**src/rtl/pipe_stage_buf_pkg.sv**
```systemverilog
// Shared definitions for every pipeline-boundary buffer instance:
// occupancy state encoding and the bubble control value.
package pipe_stage_buf_pkg;

    typedef enum logic [1:0] {
        ST_EMPTY = 2'd0,
        ST_ONE   = 2'd1,
        ST_TWO   = 2'd2
    } state_e;

    // Replicated to CTRL_W by each instance; a bubble never carries control.
    localparam logic BUBBLE_CTRL_BIT = 1'b0;

endpackage

```
**src/rtl/pipe_stage_buf_entry.sv**
```systemverilog
// One storage slot (control + data) with load, kill-on-load and clear-to-bubble.
module pipe_stage_entry
    import pipe_stage_buf_pkg::*;
#(
    parameter int                CTRL_W   = 8,
    parameter int                DATA_W   = 64,
    parameter logic [DATA_W-1:0] NOP_DATA = {DATA_W{1'b0}}
) (
    input  logic              clk,
    input  logic              rst,
    input  logic              clear,
    input  logic              load,
    input  logic              kill,
    input  logic [CTRL_W-1:0] d_ctrl,
    input  logic [DATA_W-1:0] d_data,
    output logic [CTRL_W-1:0] q_ctrl,
    output logic [DATA_W-1:0] q_data
);

    logic [CTRL_W-1:0] ctrl_r;
    logic [DATA_W-1:0] data_r;

    // Slot register: clear beats load, a killed load stores a bubble.
    always_ff @(posedge clk or posedge rst) begin
        if (rst) begin
            ctrl_r <= {CTRL_W{BUBBLE_CTRL_BIT}};
            data_r <= NOP_DATA;
        end else if (clear) begin
            ctrl_r <= {CTRL_W{BUBBLE_CTRL_BIT}};
            data_r <= NOP_DATA;
        end else if (load) begin
            ctrl_r <= kill ? {CTRL_W{BUBBLE_CTRL_BIT}} : d_ctrl;
            data_r <= kill ? NOP_DATA : d_data;
        end else begin
            ctrl_r <= ctrl_r;
            data_r <= data_r;
        end
    end

    assign q_ctrl = ctrl_r;
    assign q_data = data_r;

endmodule

```
**src/rtl/pipe_stage_buf.sv**
```systemverilog
// Pipeline-boundary buffer: valid/ready handshake with a 2-entry skid,
// per-entry kill, whole-stage flush and a saturating kill counter.
module pipe_stage_buf
    import pipe_stage_buf_pkg::*;
#(
    parameter int                CTRL_W   = 8,
    parameter int                DATA_W   = 64,
    parameter logic [DATA_W-1:0] NOP_DATA = {DATA_W{1'b0}},
    parameter int                CNT_W    = 16
) (
    input  logic              clk,
    input  logic              rst,
    input  logic              in_valid,
    output logic              in_ready,
    input  logic              in_kill,
    input  logic [CTRL_W-1:0] in_ctrl,
    input  logic [DATA_W-1:0] in_data,
    output logic              out_valid,
    input  logic              out_ready,
    output logic [CTRL_W-1:0] out_ctrl,
    output logic [DATA_W-1:0] out_data,
    input  logic              flush,
    output logic [1:0]        occupancy,
    output logic [CNT_W-1:0]  kill_cnt,
    input  logic              clr_cnt
);

    state_e            state_r;
    state_e            state_nxt_s;
    logic              accept_s;
    logic              drain_s;
    logic              head_load_s;
    logic              head_from_skid_s;
    logic              head_clear_s;
    logic              skid_load_s;
    logic              skid_clear_s;
    logic              head_kill_s;
    logic [CTRL_W-1:0] head_d_ctrl_s;
    logic [DATA_W-1:0] head_d_data_s;
    logic [CTRL_W-1:0] skid_ctrl_s;
    logic [DATA_W-1:0] skid_data_s;
    logic [CNT_W-1:0]  kill_cnt_r;

    // Handshake depends only on registered state and flush, never on out_ready.
    assign in_ready  = ~flush & (state_r != ST_TWO);
    assign out_valid = ~flush & (state_r != ST_EMPTY);
    assign accept_s  = in_valid & in_ready;
    assign drain_s   = out_valid & out_ready;

    // Occupancy state register.
    always_ff @(posedge clk or posedge rst) begin
        if (rst) begin
            state_r <= ST_EMPTY;
        end else begin
            state_r <= state_nxt_s;
        end
    end

    // Next-state and slot-steering decode; flush overrides every handshake.
    always_comb begin
        state_nxt_s      = state_r;
        head_load_s      = 1'b0;
        head_from_skid_s = 1'b0;
        head_clear_s     = 1'b0;
        skid_load_s      = 1'b0;
        skid_clear_s     = 1'b0;
        if (flush) begin
            state_nxt_s  = ST_EMPTY;
            head_clear_s = 1'b1;
            skid_clear_s = 1'b1;
        end else begin
            case (state_r)
                ST_EMPTY: begin
                    if (accept_s) begin
                        state_nxt_s = ST_ONE;
                        head_load_s = 1'b1;
                    end else begin
                        state_nxt_s = ST_EMPTY;
                    end
                end
                ST_ONE: begin
                    if (accept_s && drain_s) begin
                        head_load_s = 1'b1;
                    end else if (accept_s) begin
                        state_nxt_s = ST_TWO;
                        skid_load_s = 1'b1;
                    end else if (drain_s) begin
                        // Clearing the head keeps out_* at the bubble value when empty.
                        state_nxt_s  = ST_EMPTY;
                        head_clear_s = 1'b1;
                    end else begin
                        state_nxt_s = ST_ONE;
                    end
                end
                ST_TWO: begin
                    if (drain_s) begin
                        state_nxt_s      = ST_ONE;
                        head_load_s      = 1'b1;
                        head_from_skid_s = 1'b1;
                        skid_clear_s     = 1'b1;
                    end else begin
                        state_nxt_s = ST_TWO;
                    end
                end
                default: begin
                    state_nxt_s  = ST_EMPTY;
                    head_clear_s = 1'b1;
                    skid_clear_s = 1'b1;
                end
            endcase
        end
    end

    // Skid contents were already kill-filtered on capture.
    assign head_d_ctrl_s = head_from_skid_s ? skid_ctrl_s : in_ctrl;
    assign head_d_data_s = head_from_skid_s ? skid_data_s : in_data;
    assign head_kill_s   = head_from_skid_s ? 1'b0 : in_kill;

    pipe_stage_entry #(
        .CTRL_W   (CTRL_W),
        .DATA_W   (DATA_W),
        .NOP_DATA (NOP_DATA)
    ) u_head (
        .clk    (clk),
        .rst    (rst),
        .clear  (head_clear_s),
        .load   (head_load_s),
        .kill   (head_kill_s),
        .d_ctrl (head_d_ctrl_s),
        .d_data (head_d_data_s),
        .q_ctrl (out_ctrl),
        .q_data (out_data)
    );

    pipe_stage_entry #(
        .CTRL_W   (CTRL_W),
        .DATA_W   (DATA_W),
        .NOP_DATA (NOP_DATA)
    ) u_skid (
        .clk    (clk),
        .rst    (rst),
        .clear  (skid_clear_s),
        .load   (skid_load_s),
        .kill   (in_kill),
        .d_ctrl (in_ctrl),
        .d_data (in_data),
        .q_ctrl (skid_ctrl_s),
        .q_data (skid_data_s)
    );

    // Saturating kill counter; clear wins over a same-cycle increment.
    always_ff @(posedge clk or posedge rst) begin
        if (rst) begin
            kill_cnt_r <= {CNT_W{1'b0}};
        end else if (clr_cnt) begin
            kill_cnt_r <= {CNT_W{1'b0}};
        end else if (accept_s && in_kill && (kill_cnt_r != {CNT_W{1'b1}})) begin
            kill_cnt_r <= kill_cnt_r + {{(CNT_W-1){1'b0}}, 1'b1};
        end else begin
            kill_cnt_r <= kill_cnt_r;
        end
    end

    assign kill_cnt  = kill_cnt_r;
    assign occupancy = state_r;

endmodule

```
**config.mk**
```make
export PLATFORM = sky130hd
export DESIGN_NAME = pipe_stage_buf
export DESIGN_NICKNAME = d
export VERILOG_FILES = /design/src/rtl/pipe_stage_buf_pkg.sv /design/src/rtl/pipe_stage_buf_entry.sv /design/src/rtl/pipe_stage_buf.sv
export SDC_FILE = /design/constraint.sdc
export NUM_CORES = 1
export LEC_CHECK = 0
export BUFFER_PORTS_ARGS = -buffer_cell sky130_fd_sc_hd__buf_4
export CORE_ASPECT_RATIO = 0.75
export CORE_MARGIN = 3
export CORE_UTILIZATION = 54
export CTS_CLUSTER_SIZE = 28
export DETAILED_ROUTE_END_ITERATION = 8
export GPL_ROUTABILITY_DRIVEN = 0
export MAX_ROUTING_LAYER = met4
export PLACE_DENSITY = 0.8
export SLEW_MARGIN = 20
export SYNTH_ARGS = -nofsm -noshare
export SYNTH_HDL_FRONTEND = slang
export SYNTH_SLANG_ARGS = --single-unit
```
**constraint.sdc**
```tcl
create_clock -name clk -period 5.8 [get_ports clk]
set_input_delay 0.58 -clock clk [delete_from_list [all_inputs] [get_ports clk]]
set_output_delay 0.58 -clock clk [all_outputs]
set_load 0.02 [all_outputs]
```
==> results.sh <==
export IMPL_status="completed"
export IMPL_max_freq_ghz=0.381
export IMPL_synthFlopType="dfrtp_1"
export IMPL_grt_pass1_wl_um=31800
export IMPL_ys_top_cells_by_count="162 x dfrtp_1, 149 x a21oi_1, 148 x nand2_1"
export IMPL_syn2layout_area_growth_pct=25.8
export IMPL_cts_buffer_depth=2
export IMPL_critPathLaunchType="register"
export IMPL_tightest_slew_ns=0.932
export IMPL_rsz0062_at_grt="no"
export IMPL_synth_fp_nets=924
export IMPL_drive_above_1_share_pct=22.4
export IMPL_die_h_um=109
export IMPL_finalNetCount=1048
export IMPL_timing_rr_start="occupancy[0]$_DFFE_PP0P_"
export IMPL_reg2reg_to="u_head.q_data[46]$_DFFE_PP0P_"
export IMPL_maxCapViolCount=0
export IMPL_start_util_pct=55.5
export IMPL_cts_sinks=162
export IMPL_dp_cells=1123
export IMPL_drt_wirelength_per_cell_um=17.2
export IMPL_io_buffers=170
export IMPL_synth_top_area_share_pct=52.9
export IMPL_coreArea_mm2=0.0138
export IMPL_arrival_ns=2.96
export IMPL_ant_nets=0
export IMPL_cp_end_kind="register"
export IMPL_die_area_mm2=0.0157
export IMPL_layout_cells_non_filler=1155
export IMPL_cts_resized=0
export IMPL_antenna_found_initial=0
export IMPL_synth_seq_area_share_pct=52.9
export IMPL_hp_class="input pin to async pin"
export IMPL_slew_violations=0
export IMPL_grt_pass1_vias=6099
export IMPL_crit_type="register to register"
export IMPL_p_leak_nw=4.19
export IMPL_synthCells=844
export IMPL_critPathMaxFanout=73
export IMPL_cts_tree="yes"
export IMPL_grt_max_degree=105
export IMPL_dpl_cell_area_mm2=0.00896
export IMPL_post_cts_buffers=0
export IMPL_drt_pass1_iterations=5
export IMPL_ctsHoldBuffers=0
export IMPL_required_ns=6.14
export IMPL_vdd_drop_max_mv=0.197
export IMPL_diodes=0
export IMPL_dr_total_vias=6635
export IMPL_cts_made_buffers=17
export IMPL_yosys_cell_count_top_type="dfrtp_1"
export IMPL_die_w_um=144
export IMPL_netlist_area_mm2=0.00766
export IMPL_fin_tns_setup_ns=0
export IMPL_cts_root_buffer="clkbuf_16"
export IMPL_syn_area_per_cell_um2=9.08
export IMPL_row_count=37
export IMPL_rrSetupSlack_ns=3.18
export IMPL_setup_slack_ns=3.18
export IMPL_synthArstFlopShare_pct=100
export IMPL_yosysWarnings=0
export IMPL_r2r_cells=7
export IMPL_ys_ff_latch=162
export IMPL_period_minus_slack_ns=2.62
export IMPL_cts_max_level=4
export IMPL_stdcell_area_mm2=0.00964
export IMPL_synth_area_leaders="dfrtp_1 53%, a21oi_1 9.7%, nand2_1 7.3%"
export IMPL_clk_pin_slew_ns=0.06
export IMPL_synthDistinctLibCells=33
export IMPL_setup_viol=0
export IMPL_hpwl_um=12000
export IMPL_drc=0
export IMPL_drt_iter0_drc=648
export IMPL_maxSlewHeadroom_pct=37.9
export IMPL_vias_per_cell=5.74
export IMPL_finalWirelength_um=19900
export IMPL_yosys_area_top_type="dfrtp_1"
export IMPL_finalHoldViolCount=0
export IMPL_ioPinCount=171
export IMPL_synth_edf_count=0
export IMPL_powerDensity_mw_per_mm2=280
export IMPL_fin_crit_sh_pct=45.2
export IMPL_clock_skew_ns=0.00860
export IMPL_grt_overflow=0
export IMPL_clk_latency_ns=0.43
export IMPL_dp_slack_ns=2.90
export IMPL_track_usage_pct=26.5
## worst max-delay path by stage
stage / slack (ns) / to / cells past startpoint / startpoint
floorplan: 0.84 / kill_cnt[0]$_DFFE_PP0P_ / 1 / rst
global placement: 2.99 / u_head.q_ctrl[3]$_DFFE_PP0P_ / 6 / flush
detailed placement: 2.90 / u_head.q_data[42]$_DFFE_PP0P_ / 6 / flush
CTS: 2.98 / u_head.q_ctrl[2]$_DFFE_PP0P_ / 6 / occupancy[1]$_DFFE_PP0P_
global route: 2.94 / u_head.q_data[51]$_DFFE_PP0P_ / 7 / occupancy[0]$_DFFE_PP0P_
finish: 3.18 / u_head.q_data[46]$_DFFE_PP0P_ / 7 / occupancy[0]$_DFFE_PP0P_
## stage by stage
| step | hold WS [ns] | util (%) | total power, mW |
|---|---|---|---|
| final | 0.348 | 69.9 | 2.70 |
| after detailed placement | 0.472 | 64.9 | 1.47 |
| after global placement | 0.464 | 64.9 | 1.47 |
| after floorplan | 0.502 | - | 1.34 |
| after global routing | 0.383 | 69.9 | 2.78 |
| after CTS | 0.356 | 69.7 | 2.71 |
## routing by layer
layer	wire, µm	track usage [%]	vias up
li1	-	-	3169
met1	9220	38.9	3215
met2	8910	38.0	233
met3	1590	5.70	18
met4	185	6.38	0
met5	0	-	-
## state kept, by name, summed over array words and instances, names as in the netlist
name and cells:
occupancy 2, u_skid.q_ctrl 8, u_head.q_data 64, u_head.q_ctrl 8, kill_cnt 16, u_skid.q_data 64
## power breakdown
part / total [mW] / internal (mW) / switching [mW]
Combinational: 0.273 / 0.109 / 0.165
Clock: 1.25 / 0.805 / 0.444
Sequential: 1.17 / 1.16 / 0.0186
Total: 2.70 / 2.07 / 0.627
## cell type report
type	count	area [µm²]
Fill cell	1106	4160
Sequential cell	162	4050
Multi-Input combinational cell	606	3330
Timing Repair Buffer	180	1360
Clock buffer	21	480
Tap cell	175	219
Clock inverter	10	179
Inverter	1	8.76
## cell usage in the layout, fill, tap and decap left out, drive strengths merged, types with 3 or more instances in the layout
cell,count
buf,180
dfrtp,162
a21oi,149
nand2,148
o21ai,75
nand3b,73
nor3b,73
nor2,24
clkbuf,21
nor3,9
nand4,7
nand3,7
xnor2,7
nor4,6
xor2,5
bufinv,5
clkinv,5
nand2b,5
and2,3
nor2b,3
## kinds of logic (layout without fill, tap and decap cells)
| logic type | count (synthesis) | count (layout) | synth area share, % |
|---|---|---|---|
| simple gates | 364 | 364 | 26.5 |
| buf+inv | 76 | 212 | 3.89 |
| flops | 162 | 162 | 52.9 |
| xor+xnor | 12 | 12 | 1.37 |
| compound gates | 229 | 229 | 15.2 |
| fa+ha+maj | 1 | 1 | 0.163 |
## critical path: stages (launching register included)
cell	delay [ns]
dfrtp_1	0.50
o21ai_0	0.26
nand2b_2	0.07
buf_4	0.36
nor2_4	0.46
buf_4	0.61
nand2_1	0.14
o21ai_0	0.11
Power figures use the tool's default switching activity.
